$ cat src/rtl/wb_xclk_pkg.sv
// Shared types and default widths for the Wishbone cross-clock watchdog.
package wb_xclk_pkg;

  localparam int unsigned WB_AW   = 32;
  localparam int unsigned WB_DW   = 32;
  localparam int unsigned STATS_W = 16;

  // IDLE: nothing outstanding; BUSY: requests in flight;
  // ABORT: CYC held low toward the bridge; WAIT: waiting for the master to drop CYC.
  typedef enum logic [1:0] {
    IDLE  = 2'd0,
    BUSY  = 2'd1,
    ABORT = 2'd2,
    WAIT  = 2'd3
  } wd_state_t;

  // True in the states where requests and responses flow through.
  function automatic logic is_live(input wd_state_t s);
    return (s == IDLE) || (s == BUSY);
  endfunction

endpackage

$ cat src/rtl/wb_xclk_timer.sv
// Clearable saturating up-counter with a terminal-count flag.
// Shared by the no-progress timeout and the abort hold.
module wb_xclk_timer #(
  parameter int unsigned  W     = 10,
  parameter logic [W-1:0] LIMIT = '1
) (
  input  logic i_wb_clk,
  input  logic i_reset,
  input  logic clr,
  input  logic en,
  output logic done_c
);

  logic [W-1:0] count_q;

  // Count up while enabled, stop at LIMIT; clear has priority.
  always_ff @(posedge i_wb_clk or posedge i_reset) begin
    if (i_reset) begin
      count_q <= '0;
    end else if (clr) begin
      count_q <= '0;
    end else if (en && (count_q != LIMIT)) begin
      count_q <= count_q + W'(1);
    end
  end

  assign done_c = (count_q == LIMIT);

endmodule

$ cat src/rtl/wb_xclk_watchdog.sv
// Wishbone guard stage in front of the cross-clock bridge: forwards requests,
// bounds outstanding transactions and aborts hung ones after a timeout.
// Define WB_XCLK_WATCHDOG_STATS_EN to add the o_timeouts abort counter.
module wb_xclk_watchdog
  import wb_xclk_pkg::*;
#(
  parameter int unsigned AW         = WB_AW,
  parameter int unsigned DW         = WB_DW,
  parameter int unsigned LGMAXOUT   = 5,   // limit is 2^LGMAXOUT-1 outstanding
  parameter int unsigned LGTIMEOUT  = 10,  // timeout after 2^LGTIMEOUT-1 idle cycles
  parameter int unsigned ABORT_HOLD = 8    // must be at least 1
) (
  input  logic            i_wb_clk,
  input  logic            i_reset,
  // master side
  input  logic            i_wb_cyc,
  input  logic            i_wb_stb,
  input  logic            i_wb_we,
  input  logic [AW-1:0]   i_wb_addr,
  input  logic [DW-1:0]   i_wb_data,
  input  logic [DW/8-1:0] i_wb_sel,
  output logic            o_wb_stall,
  output logic            o_wb_ack,
  output logic            o_wb_err,
  output logic [DW-1:0]   o_wb_data,
  // bridge side
  output logic            o_xb_cyc,
  output logic            o_xb_stb,
  output logic            o_xb_we,
  output logic [AW-1:0]   o_xb_addr,
  output logic [DW-1:0]   o_xb_data,
  output logic [DW/8-1:0] o_xb_sel,
  input  logic            i_xb_stall,
  input  logic            i_xb_ack,
  input  logic            i_xb_err,
  input  logic [DW-1:0]   i_xb_data
`ifdef WB_XCLK_WATCHDOG_STATS_EN
  ,
  output logic [STATS_W-1:0] o_timeouts
`endif
);

  localparam int unsigned CNT_W  = LGMAXOUT;
  localparam int unsigned HOLD_W = $clog2(ABORT_HOLD + 1);

  wd_state_t        state_q, state_d;
  logic [CNT_W-1:0] count_q, count_d;
  logic             err_q;

  logic live, full, accept, resp, timeout;
  logic tmr_clr, tmr_en, tmr_done;
  logic hold_clr, hold_en, hold_done;

  // Zero-latency datapath pass-through.
  assign o_xb_we   = i_wb_we;
  assign o_xb_addr = i_wb_addr;
  assign o_xb_data = i_wb_data;
  assign o_xb_sel  = i_wb_sel;
  assign o_wb_data = i_xb_data;

  // Request forwarding and handshake decode; reset forces the idle bus view.
  assign live       = !i_reset && is_live(state_q);
  assign full       = (count_q == '1);
  assign o_xb_cyc   = i_wb_cyc && live;
  assign o_xb_stb   = o_xb_cyc && i_wb_stb && !full;
  assign o_wb_stall = i_reset || i_xb_stall || full || !live;
  assign accept     = o_xb_stb && !i_xb_stall;

  // Responses only count while live with something outstanding.
  assign resp     = (i_xb_ack || i_xb_err) && o_xb_cyc && (count_q != '0);
  assign o_wb_ack = resp && i_xb_ack && !i_xb_err;
  assign o_wb_err = (resp && i_xb_err) || err_q;

  // No-progress timer: restarts on any handshake, idles at zero when empty.
  assign tmr_clr = accept || resp || (count_q == '0) || !i_wb_cyc;
  assign tmr_en  = (state_q == BUSY);
  assign timeout = (state_q == BUSY) && i_wb_cyc && tmr_done && !accept && !resp;

  wb_xclk_timer #(
    .W (LGTIMEOUT)
  ) u_timeout (
    .i_wb_clk (i_wb_clk),
    .i_reset  (i_reset),
    .clr      (tmr_clr),
    .en       (tmr_en),
    .done_c   (tmr_done)
  );

  // Abort hold: done on the last of ABORT_HOLD cycles spent in ABORT.
  assign hold_clr = (state_q != ABORT);
  assign hold_en  = (state_q == ABORT);

  wb_xclk_timer #(
    .W     (HOLD_W),
    .LIMIT (HOLD_W'(ABORT_HOLD - 1))
  ) u_hold (
    .i_wb_clk (i_wb_clk),
    .i_reset  (i_reset),
    .clr      (hold_clr),
    .en       (hold_en),
    .done_c   (hold_done)
  );

  // State and outstanding-count registers; err_q is the one-shot abort error.
  always_ff @(posedge i_wb_clk or posedge i_reset) begin
    if (i_reset) begin
      state_q <= IDLE;
      count_q <= '0;
      err_q   <= 1'b0;
    end else begin
      state_q <= state_d;
      count_q <= count_d;
      err_q   <= timeout;
    end
  end

  // Next state and outstanding count.
  always_comb begin
    state_d = state_q;
    count_d = count_q;
    case (state_q)
      IDLE, BUSY: begin
        if (!i_wb_cyc) begin
          count_d = '0;
          state_d = IDLE;
        end else if (timeout) begin
          count_d = '0;
          state_d = ABORT;
        end else begin
          count_d = count_q + CNT_W'(accept) - CNT_W'(resp);
          state_d = (count_d == '0) ? IDLE : BUSY;
        end
      end
      ABORT: begin
        count_d = '0;
        if (hold_done) begin
          state_d = WAIT;
        end
      end
      WAIT: begin
        count_d = '0;
        if (!i_wb_cyc) begin
          state_d = IDLE;
        end
      end
      default: begin
        count_d = '0;
        state_d = IDLE;
      end
    endcase
  end

`ifdef WB_XCLK_WATCHDOG_STATS_EN
  // Saturating count of entries into ABORT.
  always_ff @(posedge i_wb_clk or posedge i_reset) begin
    if (i_reset) begin
      o_timeouts <= '0;
    end else if (timeout && (o_timeouts != '1)) begin
      o_timeouts <= o_timeouts + STATS_W'(1);
    end
  end
`endif

endmodule

$ cat config.mk
export PLATFORM = sky130hd
export DESIGN_NAME = wb_xclk_watchdog
export DESIGN_NICKNAME = d
export VERILOG_FILES = /design/src/rtl/wb_xclk_pkg.sv /design/src/rtl/wb_xclk_timer.sv /design/src/rtl/wb_xclk_watchdog.sv
export SDC_FILE = /design/constraint.sdc
export NUM_CORES = 1
export LEC_CHECK = 0
export BUFFER_PORTS_ARGS = -buffer_cell sky130_fd_sc_hd__buf_4
export CAP_MARGIN = 15
export CORE_MARGIN = 2
export CORE_UTILIZATION = 24
export DETAILED_ROUTE_END_ITERATION = 7
export PLACE_DENSITY = 0.65
export SLEW_MARGIN = 20
export SYNTH_ARGS = -nofsm -noshare
export SYNTH_HDL_FRONTEND = slang
export SYNTH_SLANG_ARGS = --single-unit
$ cat constraint.sdc
create_clock -name i_wb_clk -period 2.9 [get_ports i_wb_clk]
set_input_delay 0.58 -clock i_wb_clk [delete_from_list [all_inputs] [get_ports i_wb_clk]]
set_output_delay 0.58 -clock i_wb_clk [all_outputs]
set_load 0.005 [all_outputs]
==> impl_metrics.tcl, run 1 <==
set metrics [dict create \
    tightestPinTransition_ns 0.8894 \
    cp-end-kind "flop" \
    timing.max_slew.rel_slack_pct 40.64 \
    clockRootBuffer "sky130_fd_sc_hd__clkbuf_8" \
    maximum_number_of_pins_on_one_net_before_global_route_repair 23 \
    final_report_hold_violation_count 0 \
    final_design_utilization_pct 20.70 \
    antenna_cells 0 \
    startpoint_type "flop" \
    rsz0062_at_grt "yes" \
    max-vdd-ir-drop_mv 0.2088 \
    critPathArrivalTime_ns 3.14 \
    drc 0 \
    crit_fanout 2 \
    dp_worst_setup_slack_ns -0.1582 \
    start_util_pct 24.54 \
    drt_pre_antenna_iters 4 \
    initialDrtViolationCount 51 \
    fillers 937 \
    worst_skew_ns 0.001884 \
    average_vias_per_placed_instance 4.237 \
    drt_wl_total_microns 3392 \
    sw_frac_of_total_pct 34.99 \
    clock_insertion_delay_at_the_later_pin_of_the_skew_report_ns 0.26 \
    syn_avg_cell_area_sq_um 8.687 \
    fp.coreArea_sq_um 8636 \
    clock_pin_slew_worst_setup_and_hold_paths_ns 0.08 \
    post_cts_hold_buffer_count 0 \
    gp_congestion 0.8297 \
    grtUsageTotal_pct 7.028 \
    maxClockFrequency_mhz 339.2 \
    ys_types 33 \
    routedWlPerCell_microns 12.20 \
    timing_max_transition_violations_final 0 \
    die_area_sq_um 9599 \
    clock_group_share_of_total_power_pct 19.0 \
    hpwl_microns 2516 \
    clock_tree.htree_level_count 1 \
    finalInstanceArea_sq_um 1788 \
    syn_inst 244 \
    share_of_final_layout_standard_cells_stronger_than_drive_strength_1_pct 27.65 \
    overflow 0 \
    run_status "finished, violations left" \
    buffer_ports.inserted 11 \
    cts_buffer_count 3 \
    timing.critical_path.slowest_cell_delay_ns 0.47 \
    ys_ff_latch 22 \
    ant_nets 0 \
    pwr-share-comb_pct 49.0 \
    ff2ff_setup_slack_ns -0.05 \
    grt_antenna_before_repair 0 \
    p_leak_nw 0.7959 \
    post-route-period-util_pct 101.6 \
    dominantRegCellSynth "sky130_fd_sc_hd__dfrtp_1" \
    final.min_clock_period_ns 2.948 \
    clock_sinks 22 \
    synthesis.nets 363 \
    ioPinCount 214 \
    chipHeight_microns 97.98 \
    hp-class "input port to asynchronous set/reset pin" \
    ys.warnings.count 0 \
    post_placement_cell_area_sq_um 1690 \
    synth.cell_area_sq_um 2120 \
    grt_pass1_wl_microns 5706 \
    finish.net_count 290 \
    share_seq_of_total_power_pct 32.0 \
    cts_tree "built" \
    path_cells "inv_2, ha_2, or4b_4, o2111a_4, ha_4, inv_2, ha_4, inv_2, fa_2, xor2_1, and3_1, a311o_1, mux2i_1" \
    async_flop_share_pct 100.0 \
    worst_slack_ns -0.04779 \
    synth-seq-area-share_pct 25.97 \
    placement_rows 34 \
    drv.max_cap_violation_count 0 \
    cell_internal_pwr_w 0.0007662 \
    violated_checks "setup timing" \
    cellPowerDensity_nw_per_um2 659.2 \
    worstSetupPathType "flop to flop" \
    dr_total_vias 1178 \
    clk_path_buf_depth 2 \
    cp_common_cell "sky130_fd_sc_hd__inv_2" \
    crit_path_top_delay_cell "sky130_fd_sc_hd__or4b_4" \
    total_neg_setup_slack_ns -0.04779 \
    timing.critical_path.required_ns 3.09 \
    number_of_flops_mapped_to_enable_cells_by_yosys 0 \
    area.growth.synth_to_final_pct -15.64 \
    total_power_w 0.001179 \
    first_global_vias 1267 \
    die_w_microns 97.98 \
    netSwitchingPower_w 0.0004124 \
    finalSetupViolations 1 \
]
## power groups by stage
stage / clock (W) / combinational (W) / sequential [W]
after CTS: 0.000233 / 0.000532 / 0.000378
after global routing: 0.000242 / 0.000637 / 0.000383
after detailed placement: 0 / 0.000486 / 0.000382
after floorplan: 0 / 0.000443 / 0.000382
final: 0.000224 / 0.000577 / 0.000378
after global placement: 0 / 0.000472 / 0.000379
## sequential cells by signal, summed over array words and instances, names as in the netlist
| register | flops |
|---|---|
| state_q | 2 |
| count_q | 5 |
| err_q | 1 |
| u_hold.count_q | 4 |
| u_timeout.count_q | 10 |
## placed cells by master (no fill, tap or decap), types with 5 or more instances in the layout
cell	netlist	routed
sky130_fd_sc_hd__buf_4	101	26
sky130_fd_sc_hd__inv_1	11	7
sky130_fd_sc_hd__nand4_1	8	8
sky130_fd_sc_hd__xor2_1	7	7
sky130_fd_sc_hd__dfrtp_1	22	22
sky130_fd_sc_hd__nand2_1	9	9
sky130_fd_sc_hd__nor2_1	21	21
sky130_fd_sc_hd__ha_1	10	7
sky130_fd_sc_hd__nand3_1	5	5
## final cells by class
cell class                 instances  area [sq um]  share of cell area [%]
timing repair buffer              26         195.2                   10.92
multi-input combinational        107         810.8                   45.35
inverter                          11         41.29                   2.309
tap                              108         135.1                   7.558
sequential                        22         550.5                   30.79
clock buffer                       4         55.05                   3.079
## final timing paths
path | startpoint | end | cells after the start
max | count_q[2] | state_q[0] | 13
min | i_reset | err_q | 2
min reg2reg | u_hold.count_q[2] | u_hold.count_q[2] | 1
max reg2reg | count_q[2] | state_q[0] | 13
min in group i_wb_clk | u_hold.count_q[2] | u_hold.count_q[2] | 1
max in group asynchronous | i_reset | u_timeout.count_q[8] | 2
## routing by layer
metal  vias to the layer above  wire, microns  global-route usage, %
met5                         -              0                      0
met4                         0             81                  3.953
met3                        22            301                  3.150
met2                        49           1534                  11.01
met1                       552           1475                  7.953
li1                        555              -                      -
## logic make-up after synthesis
logic type	count (synthesis)	synth area share (%)
AOI/OAI and AO/OA	15	5.136
xor gates and xnor gates	12	4.959
adders and majority gates	11	6.848
buffers and inverters	115	38.43
DFF	22	25.97
muxes	3	1.417
and+or+nand+nor	66	17.24
## Yosys cell counts, drive strengths merged, types with 2 or more instances
library cell | number | share of area, %
nand2 | 9 | 1.6
nor2 | 21 | 3.7
o21ai | 3 | 0.71
a21o | 2 | 0.71
inv | 11 | 1.9
and3 | 4 | 1.2
nand2b | 2 | 0.59
xor2 | 7 | 2.9
buf | 104 | 36
xnor2 | 5 | 2.1
nand3 | 5 | 1.2
nor4 | 4 | 1.9
nand4 | 8 | 2.4
nor2b | 4 | 1.2
nor3 | 3 | 0.71
mux2i | 3 | 1.4
a21oi | 5 | 1.2
ha | 10 | 5.9
dfrtp | 22 | 26
## metrics by stage
step / std cells / hold WS [ns]
after detailed placement: 272 / 0.5066
after global placement: 272 / 0.5004
after global routing: 278 / 0.5421
after floorplan: 244 / 0.4732
after CTS: 278 / 0.5177
final: 278 / 0.5185
## worst max-delay path: cells and delay by family, from the launching register on
family | cells | cell delay [ns]
compound gates | 2 | 0.51
xor+xnor | 1 | 0.18
fa+ha+maj | 4 | 0.83
buf+inv | 3 | 0.15
flops | 1 | 0.40
mux | 1 | 0.13
simple gates | 2 | 0.67
## repair_timing
action / CTS / global route
buffers inserted: 2 / 0
hold endpoints to repair: 0 / 0
pin swaps: 7 / 1
resized for setup: 6 / 2
setup endpoints to repair: 1 / 1
Power figures use the tool's default switching activity.
==> run 2, diff against run 1 <==
Settings changed: PLACE_DENSITY 0.65 to 0.64, SYNTH_HIERARCHICAL set to 1.
==> impl_metrics.tcl, run 2 <==
set metrics [dict create \
    largest-register "u_timeout/count_q" \
    drv.max_cap_violation_count 0 \
    timing_max_transition_violations_final 0 \
    timing.critical_path.required_ns 3.04 \
    syn_avg_cell_area_sq_um 8.837 \
    cp-end-kind "flop" \
    maxClockFrequency_mhz 320.8 \
    share_of_final_layout_standard_cells_stronger_than_drive_strength_1_pct 29.03 \
    gp_congestion 0.8457 \
    initialDrtViolationCount 89 \
    synth_area_in_compound_gates_pct 10.51 \
    clk_path_buf_depth 2 \
    top_cells_by_instance_count_after_synthesis "sky130_fd_sc_hd__buf_4 (101), sky130_fd_sc_hd__dfrtp_1 (22), sky130_fd_sc_hd__inv_1 (12)" \
    tightestPinTransition_ns 0.4221 \
    fp.coreArea_sq_um 9196 \
    hpwl_microns 3233 \
    area.growth.synth_to_final_pct -13.55 \
    cellPowerDensity_nw_per_um2 614.6 \
    start_util_pct 24.60 \
    worstSetupPathType "flop to flop" \
    post-route-period-util_pct 107.5 \
    ys_ff_latch 22 \
    die_w_microns 101.1 \
    p_leak_nw 0.8258 \
    clock_sinks 22 \
    fin_worst_hold_slack_ns 0.3755 \
    drc 0 \
    cts_tree "built" \
    finish.net_count 307 \
    post_cts_hold_buffer_count 0 \
    fillers 990 \
    final.min_clock_period_ns 3.117 \
    rsz0062_at_grt "yes" \
    maximum_number_of_pins_on_one_net_before_global_route_repair 13 \
    ys.warnings.count 6 \
    synth_fa_ha_area_share_pct 6.416 \
    clock_pin_slew_worst_setup_and_hold_paths_ns 0.07 \
    placement_rows 35 \
    ys_types 47 \
    ant_nets 0 \
    finalSetupViolations 1 \
    synthTopCellsByArea "sky130_fd_sc_hd__buf_4 (34%), sky130_fd_sc_hd__dfrtp_1 (24%), sky130_fd_sc_hd__ha_1 (5.5%)" \
    synth.area.mux_share_pct 1.438 \
    largest_register_ffs 10 \
    max-vdd-ir-drop_mv 0.1771 \
    synthesis.nets 375 \
    crit_fanout 2 \
    post_placement_cell_area_sq_um 1854 \
    synth-seq-area-share_pct 24.34 \
    synth.cell_area_sq_um 2262 \
    async_flop_share_pct 100.0 \
    antenna_cells 0 \
    reg.largest.list "u_timeout/count_q (10), count_q (5), u_hold/count_q (4)" \
    first_global_vias 1385 \
    yosysMostFrequentCell "sky130_fd_sc_hd__buf_4" \
    clockRootBuffer "sky130_fd_sc_hd__clkbuf_8" \
    synthSimpleGateAreaFrac_pct 19.14 \
    cts_buffer_count 3 \
    buffer_ports.inserted 11 \
    grt_antenna_before_repair 0 \
    dr_total_vias 1371 \
    netlist.area_leader.share_pct 33.52 \
    synth-xor-area-share_pct 1.549 \
    startpoint_type "flop" \
    drt_pre_antenna_iters 4 \
    routedWlPerCell_microns 13.98 \
    critPathArrivalTime_ns 3.26 \
    hp-class "input port to asynchronous set/reset pin" \
    timing.max_slew.rel_slack_pct 71.80 \
    clock_insertion_delay_at_the_later_pin_of_the_skew_report_ns 0.26 \
    post-synth-top-area-cell "sky130_fd_sc_hd__buf_4" \
    grt_pass1_wl_microns 6637 \
    number_of_flops_mapped_to_enable_cells_by_yosys 0 \
    die_area_sq_um 10220 \
    worst_skew_ns 0.006777 \
    combinational_family_with_the_most_area_after_synthesis "buffers and inverters" \
    clock_tree.htree_level_count 1 \
    final_report_hold_violation_count 0 \
    syn_inst 256 \
    chipHeight_microns 101.1 \
    layout_common_cells "sky130_fd_sc_hd__buf_4 (33), sky130_fd_sc_hd__dfrtp_1 (22), sky130_fd_sc_hd__inv_1 (10), sky130_fd_sc_hd__ha_1 (8), sky130_fd_sc_hd__a21oi_1 (7)" \
    run_status "finished, violations left" \
    average_vias_per_placed_instance 4.616 \
    overflow 0 \
    violated_checks "setup timing" \
    worst_slack_ns -0.2169 \
    dominantRegCellSynth "sky130_fd_sc_hd__dfrtp_1" \
    grtUsageTotal_pct 8.098 \
    ioPinCount 214 \
    finalInstanceArea_sq_um 1956 \
    drt_wl_total_microns 4151 \
    leading_cell_type_in_the_layout_fill_and_taps_excluded "sky130_fd_sc_hd__buf_4" \
]
run 2: changes by cell type in the layout (fill, tap and decap cells not counted), moves of 5 or more:
cell,change
sky130_fd_sc_hd__nor2_1,-16
sky130_fd_sc_hd__xor2_1,-6
sky130_fd_sc_hd__a211oi_1,+5
sky130_fd_sc_hd__buf_4,+7
run 2: per-layer routing:
layer	wire, microns	GRT usage (%)	vias to the layer above
met4	270	6.965	0
met1	1706	9.637	645
met5	0	0	-
li1	-	-	639
met2	1768	11.92	53
met3	405	2.219	34
run 2: per-stage QoR:
stage | util, % | setup slack [ns] | TNS (ns) | std cells | total power, W
4_1_cts | 21.16 | -0.2105 | -0.3083 | 297 | 0.001279
3_5_place_dp | 20.16 | -0.2372 | -0.2372 | 290 | 0.0009510
5_1_grt | 21.27 | -0.3310 | -0.4000 | 297 | 0.001294
3_3_place_gp | 20.16 | -0.1297 | -0.1297 | 290 | 0.0009345
6_report | 21.27 | -0.2169 | -0.2169 | 297 | 0.001202
2_1_floorplan | - | -0.06978 | -0.06978 | 256 | 0.0008274
run 2: critical path, cell delays in order, from the launching register on:
cell and delay, ns:
sky130_fd_sc_hd__dfrtp_1 0.39, sky130_fd_sc_hd__inv_2 0.08, sky130_fd_sc_hd__ha_4 0.13, sky130_fd_sc_hd__or4b_4 0.45, sky130_fd_sc_hd__and2_4 0.18, sky130_fd_sc_hd__o21ai_2 0.06
sky130_fd_sc_hd__ha_1 0.27, sky130_fd_sc_hd__ha_4 0.18, sky130_fd_sc_hd__fa_2 0.40, sky130_fd_sc_hd__a21oi_2 0.14, sky130_fd_sc_hd__o21bai_1 0.09, sky130_fd_sc_hd__xnor2_1 0.20
sky130_fd_sc_hd__nand3_1 0.10, sky130_fd_sc_hd__a221o_1 0.33
run 2: final timing paths:
| path | startpoint | end | slack, ns | depth (start not counted) |
|---|---|---|---|---|
| setup reg to reg | count_q[3] | state_q[0] | -0.22 | 13 |
| min in group i_wb_clk | u_hold/count_q[3] | u_hold/count_q[3] | 0.58 | 2 |
| max in group asynchronous | i_reset | u_timeout/count_q[0] | 2.14 | 3 |
| hold / removal | i_reset | u_hold/count_q[0] | 0.38 | 3 |
| hold reg to reg | u_hold/count_q[3] | u_hold/count_q[3] | 0.58 | 2 |
| setup / recovery | count_q[3] | state_q[0] | -0.22 | 13 |
run 2: timing repair:
action | 4_1_cts | 5_1_grt
gates resized for setup | 6 | 3
setup endpoints to repair | 1 | 2
pin swaps | 10 | 7
buffers inserted | 5 | 2
run 2: final cells by class:
type | instances | area, sq um | area share (%)
clock buffers | 3 | 41.29 | 2.111
inverters | 12 | 45.04 | 2.303
multi-input cells | 116 | 932.1 | 47.66
flip-flops and latches | 22 | 550.5 | 28.15
well taps | 111 | 138.9 | 7.102
repair buffers | 33 | 247.7 | 12.67
run 2: cells by family after synthesis:
logic type,count (synthesis)
buffers and inverters,118
AND/OR/NAND/NOR,66
AO/OA/AOI/OAI,32
flip-flops,22
adder cells (fa/ha/maj),11
XOR/XNOR,4
multiplexers,3
run 2: power breakdown:
group | internal [W] | total, W | switching (W)
Sequential | 0.000347 | 0.000384 | 0.0000370
Clock | 0.0000927 | 0.000189 | 0.0000964
Combinational | 0.000337 | 0.000629 | 0.000292
Total | 0.000777 | 0.00120 | 0.000425
